**src/rtl/tmon_sched_pkg.sv**
```systemverilog
// Shared definitions for the tmon request scheduler: opcodes, booleans,
// data width and scheduler state encoding.
package tmon_sched_pkg;

    localparam int TMON_DATA_W = 8;

    typedef enum logic [2:0] {
        NOOP      = 3'd0,
        READ_TEMP = 3'd1,
        SET_HI    = 3'd2,
        SET_LO    = 3'd3,
        READ_STAT = 3'd4
    } tmon_op_t;

    typedef enum logic {
        FALSE = 1'b0,
        TRUE  = 1'b1
    } bool_t;

    typedef enum logic [1:0] {
        IDLE = 2'd0,
        WAIT = 2'd1,
        GAP  = 2'd2
    } sched_state_e;

    localparam logic [1:0] ST_IDLE = IDLE;
    localparam logic [1:0] ST_WAIT = WAIT;
    localparam logic [1:0] ST_GAP  = GAP;

endpackage

```
**src/rtl/tmon_rr_arb.sv**
```systemverilog
// Combinational round-robin picker: the first valid index strictly after
// ptr_i, wrapping modulo N_REQ.
module tmon_rr_arb
    import tmon_sched_pkg::*;
#(
    parameter  int N_REQ = 3,
    localparam int IDX_W = $clog2(N_REQ)
) (
    input  logic [N_REQ-1:0] valid_i,
    input  logic [IDX_W-1:0] ptr_i,
    output logic [IDX_W-1:0] winner_o,
    output bool_t            any_valid_o
);

    logic [IDX_W-1:0] idx;
    logic             found;

    always_comb begin
        winner_o = '0;
        found    = 1'b0;
        idx      = ptr_i;
        for (int i = 0; i < N_REQ; i++) begin
            idx = (idx == IDX_W'(N_REQ - 1)) ? '0 : idx + 1'b1;
            if (!found && valid_i[idx]) begin
                found    = 1'b1;
                winner_o = idx;
            end
        end
        any_valid_o = bool_t'(|valid_i);
    end

endmodule

```
**src/rtl/tmon_sched.sv**
```systemverilog
// Round-robin scheduler sharing the tmon_master request port among N_REQ
// requesters. Optional autopoll (READ_TEMP every POLL_CLOCKS) via TMON_AUTOPOLL_EN.
module tmon_sched
    import tmon_sched_pkg::*;
#(
    parameter  int N_REQ          = 3,
    parameter  int TIMEOUT_CLOCKS = 64,
    parameter  int POLL_CLOCKS    = 16,
    localparam int GID_W          = $clog2(N_REQ)
) (
    input  logic                                Clock,
    input  logic                                Reset,
    input  logic     [N_REQ-1:0]                req_valid,
    input  tmon_op_t [N_REQ-1:0]                req_op,
    input  logic     [N_REQ-1:0][TMON_DATA_W-1:0] req_data,
    output logic     [N_REQ-1:0]                req_ack,
    output logic                                req_err,
    output logic     [GID_W-1:0]                grant_id,
    output logic                                busy,
    output tmon_op_t                            request,
    output logic     [TMON_DATA_W-1:0]          reqData,
    input  logic                                Done,
    output logic     [1:0]                      dbg_state_o
);

    localparam int CNT_W = $clog2(TIMEOUT_CLOCKS);

    if (N_REQ < 2 || N_REQ > 8 || TIMEOUT_CLOCKS < 2 || POLL_CLOCKS < 1) begin : g_param_check
        $error("tmon_sched: parameter out of range");
    end

    logic [1:0]             state_q, state_d;
    logic [CNT_W-1:0]       cnt_q, cnt_d;
    logic [GID_W-1:0]       rr_q, rr_d;
    logic [GID_W-1:0]       gid_q, gid_d;
    tmon_op_t               request_q, request_d;
    logic [TMON_DATA_W-1:0] data_q, data_d;
    logic [N_REQ-1:0]       ack_q, ack_d;
    logic                   err_q, err_d;

    logic [N_REQ-1:0]       valid_m;
    logic [GID_W-1:0]       win;
    bool_t                  any_valid;
    logic                   poll_pending;
    logic                   poll_active;

    // A requester just acked in IDLE (NOOP op) is not re-granted before it can drop valid.
    assign valid_m = req_valid & ~ack_q;

    tmon_rr_arb #(.N_REQ(N_REQ)) u_arb (
        .valid_i     (valid_m),
        .ptr_i       (rr_q),
        .winner_o    (win),
        .any_valid_o (any_valid)
    );

`ifdef TMON_AUTOPOLL_EN
    localparam int PW = $clog2(POLL_CLOCKS + 1);

    logic [PW-1:0] poll_cnt_q;
    logic          poll_pend_q;
    logic          poll_act_q;
    logic          poll_tick;

    assign poll_tick = (poll_cnt_q == PW'(POLL_CLOCKS - 1));

    // Pending poll is always taken in IDLE, so it only survives outside IDLE.
    always_ff @(posedge Clock or negedge Reset) begin
        if (!Reset) begin
            poll_cnt_q  <= '0;
            poll_pend_q <= 1'b0;
            poll_act_q  <= 1'b0;
        end else begin
            poll_cnt_q  <= poll_tick ? '0 : poll_cnt_q + 1'b1;
            poll_pend_q <= poll_tick | (poll_pend_q & (state_q != ST_IDLE));
            if (state_q == ST_IDLE) begin
                poll_act_q <= poll_pend_q;
            end
        end
    end

    assign poll_pending = poll_pend_q;
    assign poll_active  = poll_act_q;
`else
    assign poll_pending = 1'b0;
    assign poll_active  = 1'b0;
`endif

    always_comb begin
        state_d   = state_q;
        cnt_d     = cnt_q;
        rr_d      = rr_q;
        gid_d     = gid_q;
        request_d = request_q;
        data_d    = data_q;
        ack_d     = '0;
        err_d     = 1'b0;
        case (state_q)
            ST_IDLE: begin
                if (poll_pending) begin
                    request_d = READ_TEMP;
                    data_d    = '0;
                    cnt_d     = '0;
                    state_d   = ST_WAIT;
                end else if (any_valid == TRUE) begin
                    if (req_op[win] == NOOP) begin
                        ack_d[win] = 1'b1;
                        rr_d       = win;
                    end else begin
                        request_d = req_op[win];
                        data_d    = req_data[win];
                        gid_d     = win;
                        cnt_d     = '0;
                        state_d   = ST_WAIT;
                    end
                end
            end
            ST_WAIT: begin
                // Done on the expiry cycle counts as a normal completion.
                if (Done || cnt_q == CNT_W'(TIMEOUT_CLOCKS - 1)) begin
                    request_d = NOOP;
                    data_d    = '0;
                    err_d     = ~Done;
                    if (!poll_active) begin
                        ack_d[gid_q] = 1'b1;
                        rr_d         = gid_q;
                    end
                    state_d = ST_GAP;
                end else begin
                    cnt_d = cnt_q + 1'b1;
                end
            end
            ST_GAP:  state_d = ST_IDLE;
            default: state_d = ST_IDLE;
        endcase
    end

    always_ff @(posedge Clock or negedge Reset) begin
        if (!Reset) begin
            state_q   <= ST_IDLE;
            cnt_q     <= '0;
            rr_q      <= GID_W'(N_REQ - 1);
            gid_q     <= '0;
            request_q <= NOOP;
            data_q    <= '0;
            ack_q     <= '0;
            err_q     <= 1'b0;
        end else begin
            state_q   <= state_d;
            cnt_q     <= cnt_d;
            rr_q      <= rr_d;
            gid_q     <= gid_d;
            request_q <= request_d;
            data_q    <= data_d;
            ack_q     <= ack_d;
            err_q     <= err_d;
        end
    end

    assign req_ack     = ack_q;
    assign req_err     = err_q;
    assign grant_id    = gid_q;
    assign busy        = (state_q != ST_IDLE);
    assign request     = request_q;
    assign reqData     = data_q;
    assign dbg_state_o = state_q;

endmodule

```
**config.mk**
```make
export PLATFORM = sky130hd
export DESIGN_NAME = tmon_sched
export DESIGN_NICKNAME = d
export VERILOG_FILES = /design/src/rtl/tmon_sched_pkg.sv /design/src/rtl/tmon_rr_arb.sv /design/src/rtl/tmon_sched.sv
export SDC_FILE = /design/constraint.sdc
export NUM_CORES = 1
export LEC_CHECK = 0
export CORE_MARGIN = 10
export CORE_UTILIZATION = 30
export CTS_BUF_LIST = sky130_fd_sc_hd__clkbuf_2 sky130_fd_sc_hd__clkbuf_4 sky130_fd_sc_hd__clkbuf_8
export CTS_CLUSTER_DIAMETER = 120
export DETAILED_ROUTE_END_ITERATION = 6
export HOLD_SLACK_MARGIN = 0.08
export PLACE_DENSITY_LB_ADDON = 0.12
export SLEW_MARGIN = 20
export SYNTH_ARGS = -nofsm -noshare
export SYNTH_HDL_FRONTEND = slang
export SYNTH_SLANG_ARGS = --single-unit
```
**constraint.sdc**
```tcl
create_clock -name Clock -period 4.3 [get_ports Clock]
set_input_delay 0.645 -clock Clock [delete_from_list [all_inputs] [get_ports Clock]]
set_output_delay 0.645 -clock Clock [all_outputs]
set_load 0.005 [all_outputs]
```
# == Yosys cells after proc, flatten, opt, wreduce, memory -nomap -nowiden ==
# Index checks and enable logic that the tools add are counted.
# op_classes
n_addsub,4
n_lt_le_gt_ge,7
eq_ne,10
mux,48
n_bitwise,4
reduce_logical,17
# ops
op,count
2-to-1 mux 8 bit,4
2-to-1 mux 2 bit,12
2-to-1 mux 3 bit,7
2-to-1 mux 6 bit,3
binary-select mux 8 bit (select 2 bit),1
case mux 8 bit (2 select lines),1
"less-than comparator 2 x 3 -> 1 bit, second input constant",5
case mux 3 bit (2 select lines),2
case mux 6 bit (2 select lines),1
AND reduction 4 bit,3
"!= test 2 bit, second input constant",5
2-to-1 mux 1 bit,9
case mux 2 bit (2 select lines),2
"adder 2 x 1 -> 2 bit, second input constant",3
"adder 6 x 1 -> 6 bit, second input constant",1
binary-select mux 1 bit (select 2 bit),3
binary-select mux 3 bit (select 2 bit),1
"equality test 2 bit, second input constant",3
"equality test 6 bit, second input constant",1
AND reduction 3 bit,2
demux 1 bit (select 2 bit),2
"greater-or-equal comparator 2 x 1 -> 1 bit, second input constant",2
logical AND 1 bit,4
nonzero test 2 bit,2
9 further kinds,11
# totals
register_bits,27

# == Longest topological paths before layout ==
# Gate-level depths: netlist of run 1.
# logic_depth
ltp_word,18
ltp_mapped,8

# == Cells and area by module ==
# Synthesis of run 1 repeated with hierarchy kept, for this count alone.
# unflattened
hier_cells,153
hier_area_um2,1531.5
# by_module_without_submodules
module,n_inst,cells_per_inst,area_per_inst_um2,seq_area_each_um2
tmon_sched,1,145,1481.4,676.9
tmon_rr_arb,1,8,50.0,0.0

# == Worst setup path before layout of run 1 ==
# No wires, ideal clock.
# synth_path
kind,input to register
startpoint,in req_valid[2]
endpoint,reg gid_q[1] (netlist: grant_id[1])
setup_ns,0.128
arrival_time_ns,2.480
path_slack_ns,1.692
stages,6
path_cell_list,or3b_1 > a31oi_4 > mux2_2 > o211a_1 > nor3_2 > mux2_1
# synth_between
elab_chain_cells,15
elab_cells_between_ends,22
classes_between,13 x mux; 2 x bitwise; 7 x reduce/logical
# synth_rtl
item,line,text
from (decl),tmon_sched.sv:13,"input logic [N_REQ-1:0] req_valid,"
bitwise AND 3 bit *,tmon_sched.sv:48,assign valid_m = req_valid & ~ack_q;
binary-select mux 1 bit (select 2 bit),tmon_rr_arb.sv:24,if (!found && valid_i[idx]) begin
2-to-1 mux 1 bit (implied by the code),tmon_rr_arb.sv:24,
2-to-1 mux 1 bit,tmon_rr_arb.sv:24,
zero test 1 bit,tmon_rr_arb.sv:24,
logical AND 1 bit,tmon_rr_arb.sv:24,
2-to-1 mux 1 bit,tmon_rr_arb.sv:24,
zero test 1 bit,tmon_rr_arb.sv:24,
logical AND 1 bit,tmon_rr_arb.sv:24,
2-to-1 mux 2 bit,tmon_rr_arb.sv:24,
binary-select mux 3 bit (select 2 bit),tmon_sched.sv:106,if (req_op[win] == NOOP) begin
2-to-1 mux 3 bit (implied by the code),tmon_sched.sv:106,
zero test 3 bit,tmon_sched.sv:106,
NOT 1 bit (no line),n/a,
AND reduction 3 bit (no line),n/a,
to (signal assigned),tmon_sched.sv:152,gid_q <= gid_d;
to (decl),tmon_sched.sv:35,"logic [GID_W-1:0] gid_q, gid_d;"
# Every way passes the cells marked *; elsewhere a longest branch is shown, timed or not. The select of a mux whose other input is x is not followed.
# A chain may end at the register's enable or synchronous reset.

# == Worst setup path in the final report of run 1 ==
# layout_path
startpoint,in req_valid[2]
endpoint,reg ack_q[2] (netlist: req_ack[2])
# layout_between
elab_chain_cells,17
elab_cells_between_ends,28
classes_between,2 x order compare; 18 x mux; 1 x bitwise; 7 x reduce/logical
# layout_rtl
item,line,text
bitwise AND 3 bit *,tmon_sched.sv:48,
binary-select mux 1 bit (select 2 bit),tmon_rr_arb.sv:24,
2-to-1 mux 1 bit (implied by the code),tmon_rr_arb.sv:24,
2-to-1 mux 1 bit,tmon_rr_arb.sv:24,
zero test 1 bit,tmon_rr_arb.sv:24,
logical AND 1 bit,tmon_rr_arb.sv:24,
2-to-1 mux 1 bit,tmon_rr_arb.sv:24,
zero test 1 bit,tmon_rr_arb.sv:24,
[... 2 more ...],n/a,
less-than comparator 2 x 3 -> 1 bit (implied by the code) or greater-or-equal comparator 2 x 1 -> 1 bit (tied branches),tmon_sched.sv:107,ack_d[win] = 1'b1;
logical AND 1 bit (implied by the code),tmon_sched.sv:107,
2-to-1 mux 1 bit (implied by the code),tmon_sched.sv:107,
demux 1 bit (select 2 bit),tmon_sched.sv:107,
2-to-1 mux 3 bit,tmon_sched.sv:106,
2-to-1 mux 3 bit *,tmon_sched.sv:105,end else if (any_valid == TRUE) begin
case mux 3 bit (2 select lines) *,tmon_sched.sv:98,case (state_q)
named net ack_d[2],tmon_sched.sv:38,"logic [N_REQ-1:0] ack_q, ack_d;"
to (signal assigned),tmon_sched.sv:155,ack_q <= ack_d;
to (decl),tmon_sched.sv:38,
# The timed path passes the listed nets; every way through them passes the cells marked *. The select of a mux whose other input is x is not followed.

==> results of run 1 <==
[critical path, delay by kind of cell]
kind | cells | cell delay [ns]
multiplexers | 1 | 0.18
AND/OR/NAND/NOR | 2 | 0.56
buffers and inverters | 2 | 0.77
AO/OA/AOI/OAI | 3 | 1.35
[Yosys cell counts, drive strengths merged]
cell type and number:
or3b 1, mux2i 10, a31oi 1, a222oi 2, nand2 18, dfrtp 26, xor2 3, and3 2
nand2b 5, nor2 14, o41ai 8, nand4 7, inv 7, nor3 5, nor2b 6, nor3b 2
a41o 1, dfstp 1, a211oi 1, o21ai 8, nand3 2, xnor2 1, o31ai 2, a21o 1
o21bai 8, clkbuf 8, or3 3, ha 1, nor4b 1, mux2 5, o21a 2, o22a 1
nor4 5, and2 3, buf 2, a21oi 12, a32o 2, a311oi 1, o211a 2
[report_power, final]
group          internal [µW]  leakage [µW]  switching [µW]
sequential               347      0.000349            87.3
clock                   72.8     0.0000262            83.7
combinational            402      0.000657             447
[state kept, by name, summed over array words and instances, names as in the netlist]
signal and count:
request 3, cnt_q 6, req_ack 3, reqData 8
grant_id 2, rr_q 2, req_err 1, dbg_state_o 2
[worst min path at each step]
| stage | startpoint | endpoint | cells past startpoint |
|---|---|---|---|
| 6_report | request[0]$_DFFE_PN0P_ | request[0]$_DFFE_PN0P_ | 2 |
| 5_1_grt | request[0]$_DFFE_PN0P_ | request[0]$_DFFE_PN0P_ | 2 |
| 4_1_cts | request[2]$_DFFE_PN0P_ | request[2]$_DFFE_PN0P_ | 2 |
| 3_5_place_dp | request[0]$_DFFE_PN0P_ | request[0]$_DFFE_PN0P_ | 2 |
| 3_3_place_gp | request[1]$_DFFE_PN0P_ | request[1]$_DFFE_PN0P_ | 2 |
| 2_1_floorplan | Reset | cnt_q[0]$_DFFE_PN0P_ | 0 |
[kinds of logic (layout without fill, tap and decap cells)]
group / after synthesis / count (layout)
simple gates: 74 / 74
compound gates: 52 / 52
flops: 27 / 27
buf+inv: 17 / 73
mux: 15 / 15
xor+xnor: 4 / 4
fa+ha+maj: 1 / 1
[stage by stage]
step	instances	power (µW)	instance area [µm²]	hold slack, ns	util [%]
after CTS	318	1460	2450	0.567	44.0
after floorplan	190	966	1750	0.349	-
after global placement	314	1290	2400	0.523	43.1
after global routing	318	1560	2450	0.610	44.0
final	318	1440	2450	0.562	44.0
after detailed placement	314	1290	2400	0.536	43.1
[per-layer routing]
metal | wire (µm) | share of wire, %
met3 | 364 | 6.6
met2 | 2650 | 48
met1 | 2470 | 45
met5 | 0 | 0
met4 | 0 | 0
[final cells by class]
class                           count  area [µm²]
Clock buffer                        4        48.8
Tap cell                           72        90.1
Sequential cell                    27         677
Inverter                            7        26.3
Multi-Input combinational cell    146        1000
Fill cell                         582        3120
Timing Repair Buffer               62         611
==> impl_metrics.ini, run 1 <==
[grt]
use_met1_pct = 15.7
grt_first_pass_wirelength_um = 8790
grtUsageMet2_pct = 19.3
top_usage_layer = met2
antenna_found_initial = 0
grt_max_degree = 28
track_usage_pct = 11.9
grt_use_met3_pct = 2.65
grt_pass1_vias = 1672
grt.overflow.total = 0

[synthesis]
yosys.area.top_type_share_pct = 37.2
synth_compound_area_share_pct = 23.0
synth-seq-area-share_pct = 38.7
synthAdderAreaFrac_pct = 0.715
synthDistinctLibCells = 42
synth.net_count = 230
synth_top_cell_by_area = dfrtp_1
netlist_area_um2 = 1750
muxShareOfSynthArea_pct = 8.94
synth_xor_xnor_area_share_pct = 2.00
synth-simple-area-share_pct = 22.5
synth_warnings = 0
netlist_instances = 190
syn_area_per_cell_um2 = 9.21
synth_top_family_by_area = compound AO/OA/AOI/OAI gates
yosys_register_bits = 27
synthTopCellsByArea = dfrtp_1 (37%), mux2i_1 (5.7%), o41ai_1 (4.0%)

[clock_tree]
cts_buffers = 3
post_cts_resized = 0
root_buffer = clkbuf_8
clock_latency_ns = 0.28
cts.path.max_buffers = 2
clk_pin_slew_ns = 0.09
clock_sinks = 27
cts_tree = yes
ctsHtreeMaxLevel = 1
post_cts_buffers = 0
ctsHoldBuffers = 0

[worst_setup_path]
slowest_delay_ns = 0.76
cpMaxStageDelayCell = a21oi_1
critPathCapture = req_ack[2]$_DFF_PN0_
r2r_start = rr_q[1]$_DFFE_PN1P_
worstPathCellList = clkdlybuf4s50_1 > or3b_1 > a31oi_4 > buf_4 > mux2i_1 > a21oi_1 > nor3_1 > a32o_1
critPathRequiredTime_ns = 4.47
rrSetupSlack_ns = 1.41
arrival_ns = 3.51
startpoint = req_valid[2]
reg2regPathDepth = 7
regToRegEndpoint = req_ack[2]$_DFF_PN0_
criticalPathCategory = input port to flip-flop
cp-end-kind = flip-flop
cp_max_fo = 11
cp-start-kind = input port

[sta]
relSlewSlack_pct = 39.6
skew_ns = 0.00668
worst_slack_ns = 0.959
finalHoldViolations = 0
setup_tns_ns = 0
fin_crit_sh_pct = 77.7
setup_viol = 0
drv_slew = 0
rsz0062_at_grt = no
min_period_ns = 3.34
worst_pin_slew_ns = 0.906
fmax_mhz = 299

[detailed_routing]
totalWireLength_um = 5480
routedWlPerCell_um = 17.2
drc = 0
drt-pass1-iter-count = 7
vias = 1661
drtIter0Drc = 133
via_per_inst = 5.22
postRouteAntennaNets = 0

[pwr]
peakVddDrop_v = 0.000186
power.density_nw_per_um2 = 587
p_leak_uw = 0.00103

[floorplanning]
die_h_um = 96.4
core_area_um2 = 5570
start_util_pct = 31.4
dieArea_um2 = 9290
pin_count = 59
rows = 27
die_width_um = 96.4

[finish]
diodes = 0
nNetsFinal = 287
synthToLayoutAreaGrowth_pct = 40.2
layout_commonest_cell = clkdlybuf4s50_1
mostFrequentLayoutCells = clkdlybuf4s50_1 (58), dfrtp_1 (26), nand2_1 (18)
drive_gt1_share_pct = 7.32

[placement]
gp_congestion = 0.845
dp_hpwl_um = 4270
dp_slack_ns = 0.740
port_buffers = 58

[flow_run]
maxCapViolations = 0

[status]
status = finished, final reports clean

[min_path]
hold_path_class = flip-flop to flip-flop
Power figures use the tool's default switching activity.
==> run 2, diff against run 1 <==
==> constraint.sdc (replaced) <==
create_clock -name Clock -period 3 [get_ports Clock]
set_input_delay 0.45 -clock Clock [delete_from_list [all_inputs] [get_ports Clock]]
set_output_delay 0.45 -clock Clock [all_outputs]
set_load 0.005 [all_outputs]
==> run 2 against run 1 <==
Net effect: critical endpoint is now reqData[6]$_DFFE_PN0P_; critical path type unchanged; critical path depth unchanged; combinational power up 63%; die area unchanged; non-clock buffer count up 18; sequential share of layout area down 1.4 points; clock skew up 0.0064 ns; utilization up 2.4 points; largest cell class unchanged.
==> impl_metrics.ini, run 2 (synthesis results as in run 1) <==
[clock_tree]
cts.path.max_buffers = 2
clk_pin_slew_ns = 0.10
clock_sinks = 27
post_cts_resized = 0
cts_buffers = 3
clock_latency_ns = 0.29
root_buffer = clkbuf_8
ctsHtreeMaxLevel = 1
cts_tree = yes
ctsHoldBuffers = 0
post_cts_buffers = 0

[sta]
min_period_ns = 2.70
worst_hold_slack_ns = 0.530
drv_slew = 0
worst_pin_slew_ns = 0.518
relSlewSlack_pct = 65.2
skew_ns = 0.0130
fin_crit_sh_pct = 90.0
finalHoldViolations = 0
rsz0062_at_grt = no
setup_viol = 0
setup_tns_ns = 0
fmax_mhz = 370

[finish]
drive_gt1_share_pct = 13.6
diodes = 0
nNetsFinal = 305
layout_commonest_cell = clkdlybuf4s50_1
largest_register_ffs = 8
synthToLayoutAreaGrowth_pct = 47.8
mostFrequentLayoutCells = clkdlybuf4s50_1 (58), dfrtp_1 (26), buf_4 (22)
fill_cells = 574

[worst_setup_path]
critPathCapture = reqData[6]$_DFFE_PN0P_
cp_max_fo = 5
r2r_start = rr_q[1]$_DFFE_PN1P_
criticalPathCategory = input port to flip-flop
cp-start-kind = input port
worstPathCellList = clkdlybuf4s50_1 > or3b_1 > a31oi_4 > mux2_2 > o21a_1 > buf_4 > o41ai_1 > o21bai_1
arrival_ns = 2.92
slowest_delay_ns = 0.49
cpMaxStageDelayCell = clkdlybuf4s50_1
regToRegEndpoint = reqData[6]$_DFFE_PN0P_
rrSetupSlack_ns = 0.53
reg2regPathDepth = 7
startpoint = req_valid[2]
critPathRequiredTime_ns = 3.22
cp-end-kind = flip-flop

[floorplanning]
start_util_pct = 31.4
pin_count = 59
die_h_um = 96.4
rows = 27
dieArea_um2 = 9290
die_width_um = 96.4
core_area_um2 = 5570

[min_path]
hold_path_class = input port to asynchronous set/reset pin

[status]
status = finished, final reports clean

[flow_run]
maxCapViolations = 0

[placement]
gp_congestion = 0.819
dp_hpwl_um = 4370
port_buffers = 58

[detailed_routing]
dr.max_layer_used = met4
via_per_inst = 5.12
routedWlPerCell_um = 16.3
drt-pass1-iter-count = 4
wl_met3_um = 280
met2_length_um = 2570
vias = 1719
postRouteAntennaNets = 0
drc = 0
drtIter0Drc = 78
wl_met1_um = 2540
totalWireLength_um = 5470

[grt]
grt.overflow.total = 0
grt_pass1_vias = 1753
track_usage_pct = 12.4
grt_first_pass_wirelength_um = 9030
antenna_found_initial = 0
grt_max_degree = 28

[pwr]
peakVddDrop_v = 0.000349
power.density_nw_per_um2 = 859
p_leak_uw = 0.00112
[run 2: cell types whose count changed in the layout (fill, tap and decap cells not counted), sizes merged]
cell	previous run	this run
buf	4	22
clkbuf	4	3
clkinv	0	1
[run 2: worst max-delay path, delay by kind of cell]
family / cells / cell delay [ns]
AO/OA/AOI/OAI: 4 / 1.02
buffers and inverters: 2 / 0.66
multiplexers: 1 / 0.39
AND/OR/NAND/NOR: 1 / 0.39
[run 2: how the worst min path moves through the flow]
stage / startpoint / endpoint / slack (ns) / depth (start not counted)
after floorplan: Reset / cnt_q[0]$_DFFE_PN0P_ / 0.15 / 0
after global placement: request[1]$_DFFE_PN0P_ / request[1]$_DFFE_PN0P_ / 0.53 / 2
after detailed placement: request[0]$_DFFE_PN0P_ / request[0]$_DFFE_PN0P_ / 0.52 / 2
after CTS: Reset / reqData[5]$_DFFE_PN0P_ / 0.55 / 2
after global routing: Reset / reqData[0]$_DFFE_PN0P_ / 0.58 / 2
final: Reset / reqData[0]$_DFFE_PN0P_ / 0.53 / 2
[run 2: layout make-up]
type | count | area, µm² | share of cell area, %
Sequential cell | 27 | 677 | 26.2
Multi-Input combinational cell | 146 | 1000 | 38.7
Timing Repair Buffer | 80 | 746 | 28.8
Clock inverter | 1 | 5.00 | 0.194
Clock buffer | 3 | 41.3 | 1.60
Tap cell | 72 | 90.1 | 3.48
Inverter | 7 | 26.3 | 1.02
[run 2: per-layer routing]
| metal | global-route usage (%) | vias to the layer above |
|---|---|---|
| li1 | - | 860 |
| met1 | 16.2 | 818 |
| met2 | 19.7 | 33 |
| met3 | 3.35 | 8 |
| met4 | 2.91 | 0 |
| met5 | 0 | - |
[run 2: where the power goes]
part	switching [µW]	leakage [µW]	internal [µW]
clock network	124	0.0000255	93.5
registers	121	0.000349	498
logic	675	0.000745	710
[run 2: metrics by stage]
step                cell area, µm²  total power, µW  setup slack (ns)  utilization [%]  instances
CTS                           2580             2250             0.299             46.4        336
global placement              2540             2020            0.0518             45.5        332
detailed placement            2540             2020            0.0160             45.5        332
global route                  2580             2430             0.142             46.4        336
finish                        2580             2220             0.301             46.4        336
floorplan                     1750             1380             0.587                -        190
==> run 3, diff against run 2 <==
--- a/config.mk
+++ b/config.mk
@@ -6,11 +6,13 @@
 export NUM_CORES = 1
 export LEC_CHECK = 0
 export CORE_MARGIN = 10
-export CORE_UTILIZATION = 30
+export CORE_UTILIZATION = 43
 export CTS_BUF_LIST = sky130_fd_sc_hd__clkbuf_2 sky130_fd_sc_hd__clkbuf_4 sky130_fd_sc_hd__clkbuf_8
 export CTS_CLUSTER_DIAMETER = 120
+export CTS_CLUSTER_SIZE = 14
 export DETAILED_ROUTE_END_ITERATION = 6
 export HOLD_SLACK_MARGIN = 0.08
+export MAX_ROUTING_LAYER = met4
 export PLACE_DENSITY_LB_ADDON = 0.12
 export SLEW_MARGIN = 20
 export SYNTH_ARGS = -nofsm -noshare
==> run 3 against run 2 <==
Net effect: sequential cell count stayed put; cell count shrank 7.1%; final area shrank 1.5%; global-route usage increased by 2.5 points; critical path depth unchanged; wire length down 6.2%; die area down 24%; utilization increased by 18 points; sequential power about the same; largest cell class unchanged; largest power group unchanged; highest routed layer unchanged.
==> impl_metrics.ini, run 3 (synthesis results as in run 1) <==
[detailed_routing]
postRouteAntennaNets = 0
drc = 0
vias = 1689
totalWireLength_um = 5130
via_per_inst = 5.41
drtIter0Drc = 127
routedWlPerCell_um = 16.4
drt-pass1-iter-count = 4

[clock_tree]
post_cts_buffers = 0
ctsHoldBuffers = 0
cts.path.max_buffers = 2
cts_tree = yes
cts_buffers = 3
root_buffer = clkbuf_8
clock_latency_ns = 0.28
clk_pin_slew_ns = 0.10
clock_sinks = 27
ctsHtreeMaxLevel = 1
post_cts_resized = 0

[sta]
worst_pin_slew_ns = 0.535
setup_viol = 0
worst_hold_slack_ns = 0.538
relSlewSlack_pct = 64.1
setup_tns_ns = 0
finalHoldViolations = 0
drv_slew = 0
fmax_mhz = 366
rsz0062_at_grt = no
fin_crit_sh_pct = 91.1
skew_ns = 0.00582
min_period_ns = 2.73

[grt]
grt_pass1_vias = 1799
grt.overflow.total = 0
grt_first_pass_wirelength_um = 8640
antenna_found_initial = 0
grt_max_degree = 28
track_usage_pct = 14.8

[worst_setup_path]
worst-path-buf-inv = 2
arrival_ns = 2.94
criticalPathCategory = input port to flip-flop
worstPathCellList = clkdlybuf4s50_1 > or3b_1 > a31oi_4 > mux2_2 > o21a_1 > buf_4 > o41ai_1 > o21bai_1
cpMaxStageDelayCell = clkdlybuf4s50_1
cp-start-kind = input port
cp-end-kind = flip-flop
slowest_delay_ns = 0.49
critPathRequiredTime_ns = 3.20
rrSetupSlack_ns = 0.50
critPathTopFamily = compound AO/OA/AOI/OAI gates
cp_max_fo = 10

[finish]
drive_gt1_share_pct = 13.0
mostFrequentLayoutCells = clkdlybuf4s50_1 (58), dfrtp_1 (26), buf_4 (20)
seq_area_um2 = 677
diodes = 0
layout_commonest_cell = clkdlybuf4s50_1
synthToLayoutAreaGrowth_pct = 45.6
multi_input_area_um2 = 1000
nNetsFinal = 303
largest_register_ffs = 8
fill_cells = 348
final_util_pct = 64.1

[floorplanning]
die_width_um = 83.8
core_area_um2 = 3970
pin_count = 59
die_h_um = 83.8
dieArea_um2 = 7020
rows = 23
start_util_pct = 44.0

[pwr]
peakVddDrop_v = 0.000453
power.density_nw_per_um2 = 863
p_leak_uw = 0.00111

[status]
status = finished, final reports clean

[placement]
gp_congestion = 0.874
port_buffers = 58
dp_hpwl_um = 4180

[min_path]
hold_path_class = input port to asynchronous set/reset pin

[flow_run]
maxCapViolations = 0
run 3: metrics by stage:
| stage | cells | instance area (µm²) | total power (µW) | setup WS (ns) |
|---|---|---|---|---|
| global route | 312 | 2550 | 2390 | 0.125 |
| detailed placement | 308 | 2500 | 1990 | 0.00306 |
| floorplan | 190 | 1750 | 1380 | 0.587 |
| CTS | 312 | 2550 | 2220 | 0.295 |
| finish | 312 | 2550 | 2200 | 0.267 |
| global placement | 308 | 2500 | 1970 | 0.0327 |
run 3: per-layer routing:
layer  GRT usage, %  share of wire, %  vias to the layer above
met5              -                 0                        -
li1               -                 -                      849
met3           1.86               3.9                        4
met1           18.3                46                      786
met4           4.57              0.88                        0
met2           24.6                49                       50
run 3: worst paths after layout:
check                                       startpoint                    endpoint  cells past startpoint
worst max-delay path                      req_valid[2]      reqData[2]$_DFFE_PN0P_                      8
worst min-delay path                             Reset  dbg_state_o[1]$_DFFE_PN0P_                      2
worst max register to register     rr_q[1]$_DFFE_PN1P_      reqData[2]$_DFFE_PN0P_                      7
worst min register to register  request[2]$_DFFE_PN0P_      request[2]$_DFFE_PN0P_                      2
max in group asynchronous                        Reset         rr_q[1]$_DFFE_PN1P_                      2
min in group Clock              request[2]$_DFFE_PN0P_      request[2]$_DFFE_PN0P_                      2
run 3: where the power goes:
group	switching (µW)	leakage, µW	total, µW	internal (µW)
registers	121	0.000349	619	498
logic	666	0.000735	1360	692
clock network	123	0.0000261	221	97.6
run 3: area by class of cell:
type | count | share of cell area [%]
clock buffers | 3 | 1.62
multi-input cells | 146 | 39.3
repair buffers | 78 | 28.7
well taps | 50 | 2.46
clock inverters | 1 | 0.344
flip-flops and latches | 27 | 26.6
inverters | 7 | 1.03
